### config.mk
export PLATFORM = sky130hd
export DESIGN_NAME = multicycle_control_fsm
export DESIGN_NICKNAME = d
export VERILOG_FILES = /design/src/rtl/mips_ctrl_pkg.sv /design/src/rtl/mips_ctrl_output_decode.sv /design/src/rtl/multicycle_control_fsm.sv
export SDC_FILE = /design/constraint.sdc
export NUM_CORES = 1
export LEC_CHECK = 0
export BUFFER_PORTS_ARGS = -buffer_cell sky130_fd_sc_hd__buf_2
export CAP_MARGIN = 20
export CORE_AREA = 2 2 73 75
export DETAILED_ROUTE_END_ITERATION = 8
export DIE_AREA = 0 0 75 77
export PLACE_DENSITY_LB_ADDON = 0.12
export SLEW_MARGIN = 10
export SYNTH_ARGS = -nofsm -noshare
export SYNTH_HDL_FRONTEND = slang
export SYNTH_HIERARCHICAL = 1
export SYNTH_SLANG_ARGS = --single-unit
### constraint.sdc
create_clock -name clk -period 1.7 [get_ports clk]
set_input_delay 0.085 -clock clk [delete_from_list [all_inputs] [get_ports clk]]
set_output_delay 0.085 -clock clk [all_outputs]
set_load 0.01 [all_outputs]
### src/rtl/mips_ctrl_pkg.sv
// Shared definitions for the multicycle MIPS control unit.
// Holds the opcode constants, the state encoding (also exported on the debug
// port), the ALU operation codes, the datapath mux select codes, and the
// packed control word passed from the output decoder to the top level.
package mips_ctrl_pkg;

    typedef enum logic [3:0] {
        S_FETCH     = 4'd0,
        S_DECODE    = 4'd1,
        S_MEM_ADDR  = 4'd2,
        S_MEM_READ  = 4'd3,
        S_MEM_WB    = 4'd4,
        S_MEM_WRITE = 4'd5,
        S_EXECUTE   = 4'd6,
        S_R_WB      = 4'd7,
        S_BRANCH    = 4'd8,
        S_JUMP      = 4'd9,
        S_ADDI_EXEC = 4'd10,
        S_ADDI_WB   = 4'd11,
        S_TRAP      = 4'd12
    } state_e;

    localparam logic [5:0] OP_RTYPE = 6'b000000;
    localparam logic [5:0] OP_LW    = 6'b100011;
    localparam logic [5:0] OP_SW    = 6'b101011;
    localparam logic [5:0] OP_BEQ   = 6'b000100;
    localparam logic [5:0] OP_J     = 6'b000010;
    localparam logic [5:0] OP_ADDI  = 6'b001000;

    localparam logic [1:0] ALU_ADD  = 2'b00;
    localparam logic [1:0] ALU_SUB  = 2'b01;
    localparam logic [1:0] ALU_FUNC = 2'b10;

    // ALU operand B select: register B, constant 4, sign-extended imm,
    // sign-extended imm shifted left by 2 (branch offset).
    localparam logic [1:0] SRCB_REG  = 2'b00;
    localparam logic [1:0] SRCB_FOUR = 2'b01;
    localparam logic [1:0] SRCB_IMM  = 2'b10;
    localparam logic [1:0] SRCB_BOFS = 2'b11;

    // PC source select: ALU result, ALUOut register, jump target.
    localparam logic [1:0] PCSRC_ALU  = 2'b00;
    localparam logic [1:0] PCSRC_OUT  = 2'b01;
    localparam logic [1:0] PCSRC_JUMP = 2'b10;

    typedef struct packed {
        logic       pc_write;
        logic       pc_write_cond;
        logic       i_or_d;
        logic       mem_read;
        logic       mem_write;
        logic       ir_write;
        logic       mem_to_reg;
        logic       reg_dst;
        logic       reg_write;
        logic       alu_src_a;
        logic [1:0] alu_src_b;
        logic [1:0] pc_source;
        logic [1:0] alu_op;
    } ctrl_t;

endpackage

### src/rtl/mips_ctrl_output_decode.sv
// Combinational state-to-control-word decoder for the multicycle control unit.
// Ports:
//   state_i      current FSM state
//   mem_ready_i  memory completion strobe (qualifies the FETCH PC/IR writes)
//   ctrl_o       datapath control word; every field not named for a state is 0
//   illegal_op_o high only in TRAP
module mips_ctrl_output_decode
    import mips_ctrl_pkg::*;
(
    input  state_e     state_i,
    input  logic       mem_ready_i,
    output ctrl_t      ctrl_o,
    output logic       illegal_op_o
);

    always_comb begin
        ctrl_o       = '0;
        illegal_op_o = 1'b0;
        unique case (state_i)
            S_FETCH: begin
                ctrl_o.mem_read  = 1'b1;
                ctrl_o.alu_src_b = SRCB_FOUR;
                ctrl_o.alu_op    = ALU_ADD;
                ctrl_o.pc_source = PCSRC_ALU;
                // PC+4 and the IR capture only in the cycle memory delivers.
                ctrl_o.pc_write  = mem_ready_i;
                ctrl_o.ir_write  = mem_ready_i;
            end
            S_DECODE: begin
                // Precompute the branch target into ALUOut.
                ctrl_o.alu_src_b = SRCB_BOFS;
                ctrl_o.alu_op    = ALU_ADD;
            end
            S_MEM_ADDR, S_ADDI_EXEC: begin
                ctrl_o.alu_src_a = 1'b1;
                ctrl_o.alu_src_b = SRCB_IMM;
                ctrl_o.alu_op    = ALU_ADD;
            end
            S_MEM_READ: begin
                ctrl_o.mem_read = 1'b1;
                ctrl_o.i_or_d   = 1'b1;
            end
            S_MEM_WB: begin
                ctrl_o.reg_write  = 1'b1;
                ctrl_o.mem_to_reg = 1'b1;
            end
            S_MEM_WRITE: begin
                ctrl_o.mem_write = 1'b1;
                ctrl_o.i_or_d    = 1'b1;
            end
            S_EXECUTE: begin
                ctrl_o.alu_src_a = 1'b1;
                ctrl_o.alu_src_b = SRCB_REG;
                ctrl_o.alu_op    = ALU_FUNC;
            end
            S_R_WB: begin
                ctrl_o.reg_write = 1'b1;
                ctrl_o.reg_dst   = 1'b1;
            end
            S_BRANCH: begin
                ctrl_o.alu_src_a     = 1'b1;
                ctrl_o.alu_src_b     = SRCB_REG;
                ctrl_o.alu_op        = ALU_SUB;
                ctrl_o.pc_write_cond = 1'b1;
                ctrl_o.pc_source     = PCSRC_OUT;
            end
            S_JUMP: begin
                ctrl_o.pc_write  = 1'b1;
                ctrl_o.pc_source = PCSRC_JUMP;
            end
            S_ADDI_WB: begin
                ctrl_o.reg_write = 1'b1;
            end
            S_TRAP: begin
                illegal_op_o = 1'b1;
            end
            default: ;
        endcase
    end

endmodule

### src/rtl/multicycle_control_fsm.sv
// Multicycle MIPS control unit: state register, next-state logic and the
// retired-instruction counter. Control strobes come from the output decoder.
// Ports:
//   clk, reset            clock and synchronous active-high reset
//   opcode                IR[31:26], valid from DECODE onward
//   mem_ready             memory completion strobe (FETCH, MEM_READ, MEM_WRITE)
//   pc_write .. alu_op    datapath control strobes
//   illegal_op            high while trapped on an illegal opcode
//   instr_retired         one-cycle pulse in the cycle an instruction retires
//   instr_count           retired-instruction count, wraps at 2^32
//   state                 current FSM state (debug)
// Handshake: memory accesses hold their strobes every cycle of the access and
// complete in the first cycle mem_ready is sampled high; no other handshake.
module multicycle_control_fsm
    import mips_ctrl_pkg::*;
#(
    parameter bit STRICT_ILLEGAL = 1'b1
) (
    input  logic        clk,
    input  logic        reset,
    input  logic [5:0]  opcode,
    input  logic        mem_ready,
    output logic        pc_write,
    output logic        pc_write_cond,
    output logic        i_or_d,
    output logic        mem_read,
    output logic        mem_write,
    output logic        ir_write,
    output logic        mem_to_reg,
    output logic        reg_dst,
    output logic        reg_write,
    output logic        alu_src_a,
    output logic [1:0]  alu_src_b,
    output logic [1:0]  pc_source,
    output logic [1:0]  alu_op,
    output logic        illegal_op,
    output logic        instr_retired,
    output logic [31:0] instr_count,
    output logic [3:0]  state
);

    state_e      state_q, state_d;
    logic        retire;
    logic [31:0] instr_count_q;
    ctrl_t       ctrl_raw, ctrl;
    logic        illegal_raw;

    always_comb begin
        state_d = state_q;
        retire  = 1'b0;
        unique case (state_q)
            S_FETCH:     if (mem_ready) state_d = S_DECODE;
            S_DECODE: begin
                unique case (opcode)
                    OP_RTYPE:     state_d = S_EXECUTE;
                    OP_LW, OP_SW: state_d = S_MEM_ADDR;
                    OP_BEQ:       state_d = S_BRANCH;
                    OP_J:         state_d = S_JUMP;
                    OP_ADDI:      state_d = S_ADDI_EXEC;
                    default: begin
                        if (STRICT_ILLEGAL) begin
                            state_d = S_TRAP;
                        end else begin
                            state_d = S_FETCH;
                            retire  = 1'b1;
                        end
                    end
                endcase
            end
            S_MEM_ADDR:  state_d = (opcode == OP_LW) ? S_MEM_READ : S_MEM_WRITE;
            S_MEM_READ:  if (mem_ready) state_d = S_MEM_WB;
            S_MEM_WRITE: begin
                if (mem_ready) begin
                    state_d = S_FETCH;
                    retire  = 1'b1;
                end
            end
            S_EXECUTE:   state_d = S_R_WB;
            S_ADDI_EXEC: state_d = S_ADDI_WB;
            S_MEM_WB, S_R_WB, S_BRANCH, S_JUMP, S_ADDI_WB: begin
                state_d = S_FETCH;
                retire  = 1'b1;
            end
            S_TRAP:      state_d = S_TRAP;
            default:     state_d = S_FETCH;
        endcase
    end

    always_ff @(posedge clk) begin
        if (reset) begin
            state_q       <= S_FETCH;
            instr_count_q <= '0;
        end else begin
            state_q <= state_d;
            if (retire) instr_count_q <= instr_count_q + 32'd1;
        end
    end

    mips_ctrl_output_decode u_decode (
        .state_i      (state_q),
        .mem_ready_i  (mem_ready),
        .ctrl_o       (ctrl_raw),
        .illegal_op_o (illegal_raw)
    );

    // Reset silences every strobe immediately, not just from the next edge.
    assign ctrl          = reset ? '0 : ctrl_raw;
    assign illegal_op    = illegal_raw & ~reset;
    assign instr_retired = retire & ~reset;

    assign pc_write      = ctrl.pc_write;
    assign pc_write_cond = ctrl.pc_write_cond;
    assign i_or_d        = ctrl.i_or_d;
    assign mem_read      = ctrl.mem_read;
    assign mem_write     = ctrl.mem_write;
    assign ir_write      = ctrl.ir_write;
    assign mem_to_reg    = ctrl.mem_to_reg;
    assign reg_dst       = ctrl.reg_dst;
    assign reg_write     = ctrl.reg_write;
    assign alu_src_a     = ctrl.alu_src_a;
    assign alu_src_b     = ctrl.alu_src_b;
    assign pc_source     = ctrl.pc_source;
    assign alu_op        = ctrl.alu_op;
    assign instr_count   = instr_count_q;
    assign state         = state_q;

endmodule

==> summary.txt <==
Status
  • Status: finished with violations
  • Violated checks: negative setup slack

Yosys
  • Top-count cell post-synth: dfxtp_1
  • Syn avg cell area: slightly below 8 µm²
  • Fraction of registers with async set or reset after synthesis: 0
  • Register area share after synthesis: 0.317
  • Syn_nets: 302
  • Cells after Synth: 292
  • Mapped Area: 0.00228 mm²
  • Post-synthesis register bit count: 36
  • Prevailing post-synth register cell: dfxtp_1
  • Synth warn: 6
  • Synth top area cells: dfxtp_1 32%, xor2_1 5.4%, a21oi_1 5.3%, nor2b_1 5.2%, nor2_1 4.9%
  • Area leader, netlist: dfxtp_1
  • Yosys cell types: 49
  • Yosys top cell area share: 0.317
  • Post-synth EDFFs: 0
  • Synth top cells by count: 36 x dfxtp_1, 30 x nor2_1, 24 x a21oi_1, 19 x nor2b_1, 17 x o21ai_0

Detailed routing
  • Wire per inst: approximately 13 µm
  • 1st-pass router iterations: 4
  • Drt total wl: about 6600 µm
  • DRC viols: 0
  • 1st-iter DRT viols: 143
  • Vias per cell: 5.41
  • Routed via count: ~2700
  • Routed Antenna Nets: 0

Clocking
  • Maximum clock path buffer count: 2
  • Sink Count: 36
  • TritonCTS Buffers: 5
  • Hold_buf cts: 0
  • CTS tree: built
  • Root buf cell: clkbuf_8
  • Clock slew at reported path FFs: roughly 70 ps
  • H-tree depth: 2
  • Later-pin clock latency in the skew report: 280 ps

Worst setup path
  • CP max FO: 6
  • CP Capture Type: flop
  • Crit path DAT: 1950 ps
  • Crit path required time: 1920 ps
  • Type of the worst setup path: reg2reg
  • Startpoint types: flop

Placement
  • Number of port buffers: 62
  • Placed Instances: 448
  • Dpl hpwl: roughly 4200 µm
  • Gp weighted congestion: slightly above 0.8
  • Area post-placement: 0.00293 mm²
  • Dpl ws: -51.0 ps

Die
  • Height of the die: 77 µm
  • Die Area: 0.00578 mm²
  • # IOs: 63
  • Core area: 0.00498 mm²
  • Row cnt: 26
  • Chip Width: 75 µm
  • Starting Density: 0.457

Layout
  • Share of cells above drive strength 1: 0.462
  • Design area: 0.00348 mm²
  • Layout Nets: around 430
  • P&R area growth vs syn: 52.7%
  • ANT cells: 0
  • Layout Utilization: 0.698
  • Final std cells w/o fill: approximately 490

Global routing
  • Pin count of the biggest net entering global routing: 29
  • Grt total ovfl: 0
  • GRT Overall Usage: 0.221
  • Vias in the first global route: 2276
  • Initial antenna violation count: 0
  • First-pass GRT wire length: 10200 µm

Flow run
  • Max-Cap Viols: 0

Hold path
  • HP Class: in2reg

STA
  • Setup Skew: roughly 2.9 ps
  • Unrepaired setup endpoints after global routing: yes
  • Hold slack: 157 ps
  • Crit share post-route: 1.02
  • Final Hold Vio Count: 0
  • FMAX: 579 MHz
  • Slew margin rel.: 0.630
  • Tmin final: 1730 ps
  • Setup violators final: 2
  • Final setup margin: -28.2 ps
  • Setup TNS: -46.5 ps
  • Least-Margin Pin Slew: 554 ps
  • Slew Limit Fails: 0

Power and ir drop
  • Maximum VDD drop: 0.577 mV
  • Power per cell area: just under 500 mW/mm²
  • Leak pwr: 1.55 nW
  • Total power: 1.67 mW
## cell type report
class,instances,area [µm²]
fill,427,1500
sequential,36,749
multi-input combinational,234,1580
tap,70,87.6
clock inverter,1,5.00
timing repair buffer,141,968
inverter,4,15.0
clock buffer,6,72.6
## where the power goes
part / switching [mW] / leakage (nW) / internal, mW
clock network: 0.281 / 0.0410 / 0.278
logic: 0.134 / 1.20 / 0.120
registers: 0.00986 / 0.300 / 0.849
total: 0.424 / 1.55 / 1.25
## final timing paths
path | start | end | slack [ps] | depth (start not counted)
worst max-delay path | instr_count[16] | instr_count[25] | -30 | 6
worst min-delay path | opcode[4] | state[1] | 160 | 4
worst max register to register | instr_count[16] | instr_count[25] | -30 | 6
worst min register to register | instr_count[31] | instr_count[31] | 490 | 2
## logic make-up (layout without fill, tap and decap cells)
| family | after synthesis | count (layout) | synth area share |
|---|---|---|---|
| AOI/OAI and AO/OA | 55 | 55 | 0.142 |
| xor gates and xnor gates | 17 | 17 | 0.0654 |
| adders and majority gates | 1 | 1 | 0.00550 |
| buffers and inverters | 24 | 152 | 0.0511 |
| DFF | 36 | 36 | 0.317 |
| muxes | 2 | 2 | 0.00935 |
| and+or+nand+nor | 157 | 159 | 0.410 |
## worst max-delay path: stages, from the launching register on
cell     delay (ps)
dfxtp_2         330
nand4_1         120
buf_6           160
nor4_4          310
nand4_2         210
or3_4           410
a21oi_2         110
## repair_timing
action	4_1_cts	5_1_grt
gates cloned	2	2
setup buffers	18	15
resized for setup	10	39
endpoints found under the setup margin	14	29
hold endpoints to repair	0	0
pin swaps	8	23
## routing by layer
metal	wire, µm	vias up	global-route usage
li1	-	1316	-
met1	2890	1270	0.306
met2	3320	70	0.348
met3	297	7	0.0486
met4	59	0	0.0482
met5	0	-	0
## placed cells by master, fill, tap and decap left out, types with 3 or more instances in the layout
| cell type | n |
|---|---|
| a21oi_2 | 5 |
| nor2_1 | 29 |
| nor3_1 | 6 |
| a21oi_1 | 19 |
| nand4_1 | 12 |
| clkbuf_8 | 5 |
| nand3_2 | 3 |
| xor2_1 | 14 |
| dfxtp_1 | 19 |
| nand2b_1 | 6 |
| inv_1 | 4 |
| nor2b_1 | 18 |
| o21ai_0 | 15 |
| or3_1 | 13 |
| nand3_1 | 14 |
| xnor2_1 | 3 |
| nor4b_1 | 5 |
| dfxtp_4 | 3 |
| buf_2 | 63 |
| buf_4 | 67 |
| buf_6 | 8 |
| and3_1 | 9 |
| nand2_1 | 14 |
| dfxtp_2 | 14 |
## sequential cells by signal, indices dropped and copies added, names as in the netlist
| register | flops |
|---|---|
| state | 4 |
| instr_count | 32 |
No activity file was read; power rests on OpenSTA's default activity.
